$ cat config.mk
export PLATFORM = sky130hd
export DESIGN_NAME = alu_iter
export DESIGN_NICKNAME = d
export VERILOG_FILES = /design/src/rtl/alu_pkg.sv /design/src/rtl/alu_iter_mul.sv /design/src/rtl/alu_iter.sv
export SDC_FILE = /design/constraint.sdc
export NUM_CORES = 1
export LEC_CHECK = 0
export BUFFER_PORTS_ARGS = -buffer_cell sky130_fd_sc_hd__buf_2
export CORE_AREA = 2 2 150 152
export CTS_CLUSTER_DIAMETER = 100
export CTS_CLUSTER_SIZE = 30
export DETAILED_ROUTE_END_ITERATION = 16
export DIE_AREA = 0 0 152 154
export PLACE_DENSITY = 0.84
export SLEW_MARGIN = 20
export SYNTH_ARGS = -nofsm -noshare
export SYNTH_HDL_FRONTEND = slang
export SYNTH_SLANG_ARGS = --single-unit
$ cat constraint.sdc
create_clock -name clk -period 5.5 [get_ports clk]
set_clock_uncertainty 0.15 [all_clocks]
set_input_delay 0.275 -clock clk [delete_from_list [all_inputs] [get_ports clk]]
set_output_delay 0.275 -clock clk [all_outputs]
set_load 0.01 [all_outputs]
$ cat src/rtl/alu_pkg.sv
// Shared ALU control codes and the iterative ALU state encoding.
// The ALU control decoder imports the same codes.
package alu_pkg;

  localparam logic [3:0] ALU_AND  = 4'b0000;
  localparam logic [3:0] ALU_OR   = 4'b0001;
  localparam logic [3:0] ALU_ADD  = 4'b0010;
  localparam logic [3:0] ALU_SUB  = 4'b0011;
  localparam logic [3:0] ALU_XOR  = 4'b0100;
  localparam logic [3:0] ALU_SLL  = 4'b0101;
  localparam logic [3:0] ALU_SRL  = 4'b0110;
  localparam logic [3:0] ALU_SRA  = 4'b0111;
  localparam logic [3:0] ALU_SLT  = 4'b1000;
  localparam logic [3:0] ALU_SLTU = 4'b1001;
  localparam logic [3:0] ALU_MUL  = 4'b1010;

  typedef enum logic [1:0] {
    S_IDLE  = 2'd0,
    S_SHIFT = 2'd1,
    S_MUL   = 2'd2,
    S_DONE  = 2'd3
  } state_t;

endpackage

$ cat src/rtl/alu_iter_mul.sv
// Shift-add multiplier datapath: one partial product per step, WIDTH steps.
// sum is the accumulator value after the current step, used by the top on the last step.
module alu_iter_mul
  import alu_pkg::*;
#(
  parameter int WIDTH = 32
) (
  input  logic             clk,
  input  logic             rst,
  input  logic             load,
  input  logic             step,
  input  logic [WIDTH-1:0] multiplicand,
  input  logic [WIDTH-1:0] multiplier,
  output logic [WIDTH-1:0] sum,
  output logic             last
);

  localparam int CNT_W = $clog2(WIDTH) + 1;

  logic [WIDTH-1:0] acc;
  logic [WIDTH-1:0] mcand;
  logic [WIDTH-1:0] mplier;
  logic [CNT_W-1:0] count;

  assign sum  = acc + (mplier[0] ? mcand : '0);
  assign last = (count == CNT_W'(1));

  always_ff @(posedge clk) begin
    if (rst) begin
      acc    <= '0;
      mcand  <= '0;
      mplier <= '0;
      count  <= '0;
    end else if (load) begin
      acc    <= '0;
      mcand  <= multiplicand;
      mplier <= multiplier;
      count  <= CNT_W'(WIDTH);
    end else if (step && (count != '0)) begin
      acc    <= sum;
      mcand  <= mcand << 1;
      mplier <= mplier >> 1;
      count  <= count - CNT_W'(1);
    end
  end

endmodule

$ cat src/rtl/alu_iter.sv
// Iterative integer ALU: logic/add/compare in one cycle, shifts one bit per cycle,
// MUL via the shared shift-add datapath, with valid/ready on both sides.
module alu_iter
  import alu_pkg::*;
#(
  parameter int WIDTH = 32
) (
  input  logic             clk,
  input  logic             rst,
  input  logic             in_valid,
  output logic             in_ready,
  input  logic [3:0]       alu_ctrl,
  input  logic [WIDTH-1:0] op_a,
  input  logic [WIDTH-1:0] op_b,
  output logic             out_valid,
  input  logic             out_ready,
  output logic [WIDTH-1:0] result,
  output logic             zero
);

  localparam int SH_W = $clog2(WIDTH);

  state_t           state;
  state_t           state_nx;
  logic [SH_W-1:0]  sh_cnt;
  logic [3:0]       sh_op;
  logic [SH_W-1:0]  shamt;
  logic             is_shift;
  logic             is_mul;
  logic             mul_load;
  logic             mul_step;
  logic             mul_last;
  logic [WIDTH-1:0] mul_sum;

  function automatic logic [WIDTH-1:0] alu_single(input logic [3:0] ctrl,
                                                   input logic [WIDTH-1:0] a,
                                                   input logic [WIDTH-1:0] b);
    logic signed [WIDTH-1:0] sa;
    logic signed [WIDTH-1:0] sb;
    sa = a;
    sb = b;
    case (ctrl)
      ALU_AND:  return a & b;
      ALU_OR:   return a | b;
      ALU_SUB:  return a - b;
      ALU_XOR:  return a ^ b;
      ALU_SLT:  return {{(WIDTH-1){1'b0}}, (sa < sb)};
      ALU_SLTU: return {{(WIDTH-1){1'b0}}, (a < b)};
      default:  return a + b;
    endcase
  endfunction

  function automatic logic [WIDTH-1:0] shift_one(input logic [3:0] op,
                                                  input logic [WIDTH-1:0] r);
    logic signed [WIDTH-1:0] sr;
    sr = r;
    case (op)
      ALU_SLL: return r << 1;
      ALU_SRL: return r >> 1;
      default: return sr >>> 1;
    endcase
  endfunction

  assign shamt     = op_b[SH_W-1:0];
  assign is_shift  = (alu_ctrl == ALU_SLL) || (alu_ctrl == ALU_SRL) || (alu_ctrl == ALU_SRA);
  assign is_mul    = (alu_ctrl == ALU_MUL);
  assign in_ready  = (state == S_IDLE);
  assign out_valid = (state == S_DONE);
  assign zero      = (result == '0);
  assign mul_load  = in_ready && in_valid && is_mul;
  assign mul_step  = (state == S_MUL);

  alu_iter_mul #(
    .WIDTH(WIDTH)
  ) u_mul (
    .clk          (clk),
    .rst          (rst),
    .load         (mul_load),
    .step         (mul_step),
    .multiplicand (op_a),
    .multiplier   (op_b),
    .sum          (mul_sum),
    .last         (mul_last)
  );

  always_comb begin
    state_nx = state;
    case (state)
      S_IDLE: begin
        if (in_valid) begin
          if (is_mul)                           state_nx = S_MUL;
          else if (is_shift && (shamt != '0))   state_nx = S_SHIFT;
          else                                  state_nx = S_DONE;
        end
      end
      S_SHIFT: if (sh_cnt == SH_W'(1)) state_nx = S_DONE;
      S_MUL:   if (mul_last)           state_nx = S_DONE;
      S_DONE:  if (out_ready)          state_nx = S_IDLE;
      default:                         state_nx = S_IDLE;
    endcase
  end

  always_ff @(posedge clk) begin
    if (rst) state <= S_IDLE;
    else     state <= state_nx;
  end

  // result doubles as the shift register while an SLL/SRL/SRA is in flight
  always_ff @(posedge clk) begin
    if (rst) begin
      result <= '0;
      sh_cnt <= '0;
      sh_op  <= ALU_AND;
    end else begin
      case (state)
        S_IDLE: begin
          if (in_valid) begin
            sh_op <= alu_ctrl;
            if (is_shift) begin
              result <= op_a;
              sh_cnt <= shamt;
            end else if (!is_mul) begin
              result <= alu_single(alu_ctrl, op_a, op_b);
            end
          end
        end
        S_SHIFT: begin
          result <= shift_one(sh_op, result);
          sh_cnt <= sh_cnt - SH_W'(1);
        end
        S_MUL: if (mul_last) result <= mul_sum;
        default: ;
      endcase
    end
  end

endmodule

==> results.toml <==
[status]
status = "finished, final reports clean"

[place]
dp_hpwl_um = 35700
placed_area_um2 = 14500
place_congestion = 1.06
port_buffers = 106
dp_slack_ps = 1590
dp.cells = 2212

[grt]
grt_util_met1_pct = 51.5
grt_usage_pct = 40.5
grt_max_degree = 86
grt_overflow_total = 0
busiest_layer = "met2"
use_met2_pct = 64.2
grt_pass1_wl_um = 76500
antenna_found_initial = 3
globalRouteMet3Util_pct = 5.78
grt_pass1_vias = 14200

[worst_setup_path]
crit_fanout = 33
r2r_start = "u_mul.mplier[0]"
cp-start-kind = "register"
endpoint_kind = "register"
critPathArrivalTime_ps = 4280
worstPathCellList = "buf_4 -> and2_1 -> ha_1 -> inv_1 -> fa_1 -> nor2b_1 -> o211ai_1 -> a31oi_2 -> a31oi_1 -> o211ai_1 -> a31o_2 -> mux2i_1 -> o21ai_0 -> a21oi_1 -> o221a_2"
rr_endpoint = "result[24]"
critPathTopFamily = "compound AO/OA/AOI/OAI gates"
rrSetupSlack_ps = 1460
critPathKind = "register to register"
crit_buf_inv = 2
path_common_cell = "o211ai_1"
critPathRequiredTime_ps = 5740
critPathSlowestCell = "fa_1"
slowest_delay_ps = 430
r2r_cells = 15

[clock_tree]
clk_pin_slew_worst_paths_ps = 80
cts-buffers-inserted = 17
insertion_delay_ps = 450
cts_sinks = 145
cts_max_level = 4
cts.path.max_buffers = 2
root_buffer = "clkbuf_16"
cts_setup_buffers = 0
cts_tree = "done"
cts-resized-gates = 0

[logic_synthesis]
avgSynthCellArea_um2 = 7.19
yosysWarnings = 0
synth_edf_count = 0
syn-num-nets = 2146
synthFlopType = "dfxtp_1"
ys_seq_elements = 145
syn-cell-area_um2 = 13900
synthArstFlopShare_pct = 0
seq_area_frac_synth_pct = 20.9
syn_inst = 1934
synth_cell_type_count = 86

[timing]
setup_violations = 0
rsz0062_at_grt = "no"
maxSlewViolCount = 0
period_share_pct = 73.5
slew-limit-headroom_pct = 33.0
setup_tns_ps = 0
fin_ws_ps = 1460
finalCriticalPeriod_ps = 4040
max_freq_mhz = 247
worstMarginPinSlew_ps = 1000
hold_violations = 0

[final_layout]
layout.nets = 2182
final_cell_mix = "nand2_1 (281), nor2_1 (196), a21oi_1 (165)"
fin_area_um2 = 15300
fin_cells = 2266
area_delta_synth_final_pct = 9.96
drive_above_1_share_pct = 10.5
layout_commonest_cell = "nand2_1"

[floorplanning]
num_rows = 54
start_util_pct = 64.1
io_pins = 107
coreArea_um2 = 21700
die_y_um = 154
dieArea_um2 = 23400
die_x_um = 152

[power]
vdd_drop_max_v = 0.000291
power.density_nw_per_um2 = 330
static-leakage-power_nw = 6.21

[routing]
ant_nets = 0
wire_per_inst_um = 21.6
first_iter_violations = 1666
drcViolationCount = 0
wirelength_um = 49000
via_per_inst = 6.74
vias = 15300
dr.pass1.iters = 7

[hold_path]
hold_path_end = "u_mul.mplier[27]"
hold_depth = 3
min_path_type = "primary input to register"
worstHoldStart = "op_b[27]"

[run]
cap_violations = 0
-- metrics by stage --
step                hold slack (ps)  util (%)  power, W
floorplan                       261         -   0.00294
global placement                292      66.9   0.00370
detailed placement              303      66.9   0.00375
CTS                           0.375      70.4   0.00495
global route                   15.5      70.5   0.00527
finish                        0.486      70.5   0.00505
-- flip-flops by register name, summed over array words and instances, names as in the netlist --
name	count
sh_cnt	5
result	32
u_mul.acc	32
u_mul.mcand	32
sh_op	4
state	2
u_mul.count	6
u_mul.mplier	32
-- how the worst max path moves through the flow --
stage                    start         end  slack, ps  cells past startpoint
5_1_grt        u_mul.mplier[0]  result[18]       1260                     15
3_3_place_gp   u_mul.mplier[0]  result[24]       1710                     15
6_report       u_mul.mplier[0]  result[24]       1460                     15
3_5_place_dp   u_mul.mplier[0]  result[24]       1590                     15
4_1_cts        u_mul.mplier[0]  result[24]       1560                     15
2_1_floorplan  u_mul.mplier[0]  result[18]       2150                     15
-- what timing repair did --
| action | in CTS | in global routing |
|---|---|---|
| hold endpoints to repair | 19 | 0 |
| hold buffers | 19 | 0 |
| setup endpoints to repair | 0 | 0 |
-- synthesized netlist by cell type (7+ instances only) --
| library cell | n | share of area (%) |
|---|---|---|
| nor3_1 | 38 | 1.4 |
| nand2_1 | 282 | 7.6 |
| a21o_1 | 28 | 1.5 |
| dfxtp_1 | 145 | 21 |
| nor4_1 | 16 | 0.72 |
| a211oi_1 | 27 | 1.5 |
| a221oi_1 | 26 | 1.6 |
| a221o_1 | 12 | 0.86 |
| buf_2 | 17 | 0.61 |
| or3_1 | 8 | 0.36 |
| o21ai_0 | 107 | 3.9 |
| nand2b_1 | 16 | 0.72 |
| o22ai_1 | 15 | 0.68 |
| and3_1 | 7 | 0.32 |
| nor2b_1 | 16 | 0.72 |
| ha_1 | 137 | 12 |
| o31ai_1 | 19 | 1.0 |
| a21oi_1 | 166 | 6.0 |
| xor2_1 | 11 | 0.69 |
| nand3_1 | 32 | 1.2 |
| a31oi_1 | 18 | 0.81 |
| nor2_1 | 197 | 5.3 |
| nand4_1 | 8 | 0.36 |
| a211o_1 | 13 | 0.82 |
| and2_1 | 36 | 1.6 |
| inv_1 | 109 | 2.9 |
| buf_1 | 13 | 0.35 |
| a2111oi_0 | 7 | 0.44 |
| mux2i_1 | 30 | 2.2 |
| a311oi_1 | 67 | 4.2 |
| o21bai_1 | 16 | 0.86 |
| clkbuf_1 | 97 | 2.6 |
| o221ai_1 | 11 | 0.69 |
| o211ai_1 | 23 | 1.2 |
| o21a_1 | 13 | 0.70 |
| xnor2_1 | 35 | 2.2 |
-- area by class of cell --
cell class / instances / area [µm²]
tap: 280 / 350
timing repair buffer: 148 / 896
antenna: 3 / 7.51
inverter: 111 / 417
fill: 1892 / 6400
sequential: 145 / 2900
multi-input combinational: 1547 / 10100
clock buffer: 17 / 425
clock inverter: 15 / 160
-- tightest hold or removal path: stages --
cell      delay [ps]
buf_2            120
nor2_1           110
a311oi_1          50
-- metal layers --
metal	part of all wire [%]	vias up
met5	0	-
met4	6.8	0
met3	9.2	186
met2	45	878
met1	39	7143
li1	-	7075
-- cells by family after synthesis --
logic type	after synthesis	share of synthesized area, %
multiplexers	36	2.65
buffers and inverters	242	6.80
XOR/XNOR	46	2.90
AND/OR/NAND/NOR	681	21.6
AO/OA/AOI/OAI	644	32.4
flip-flops	145	20.9
adder cells (fa/ha/maj)	140	12.8
-- power breakdown --
part           internal [W]  total, W  switching, W
registers           0.00121   0.00144      0.000229
clock network      0.000610   0.00120      0.000591
logic              0.000813   0.00241       0.00159
(Power assumes the default switching activity.)
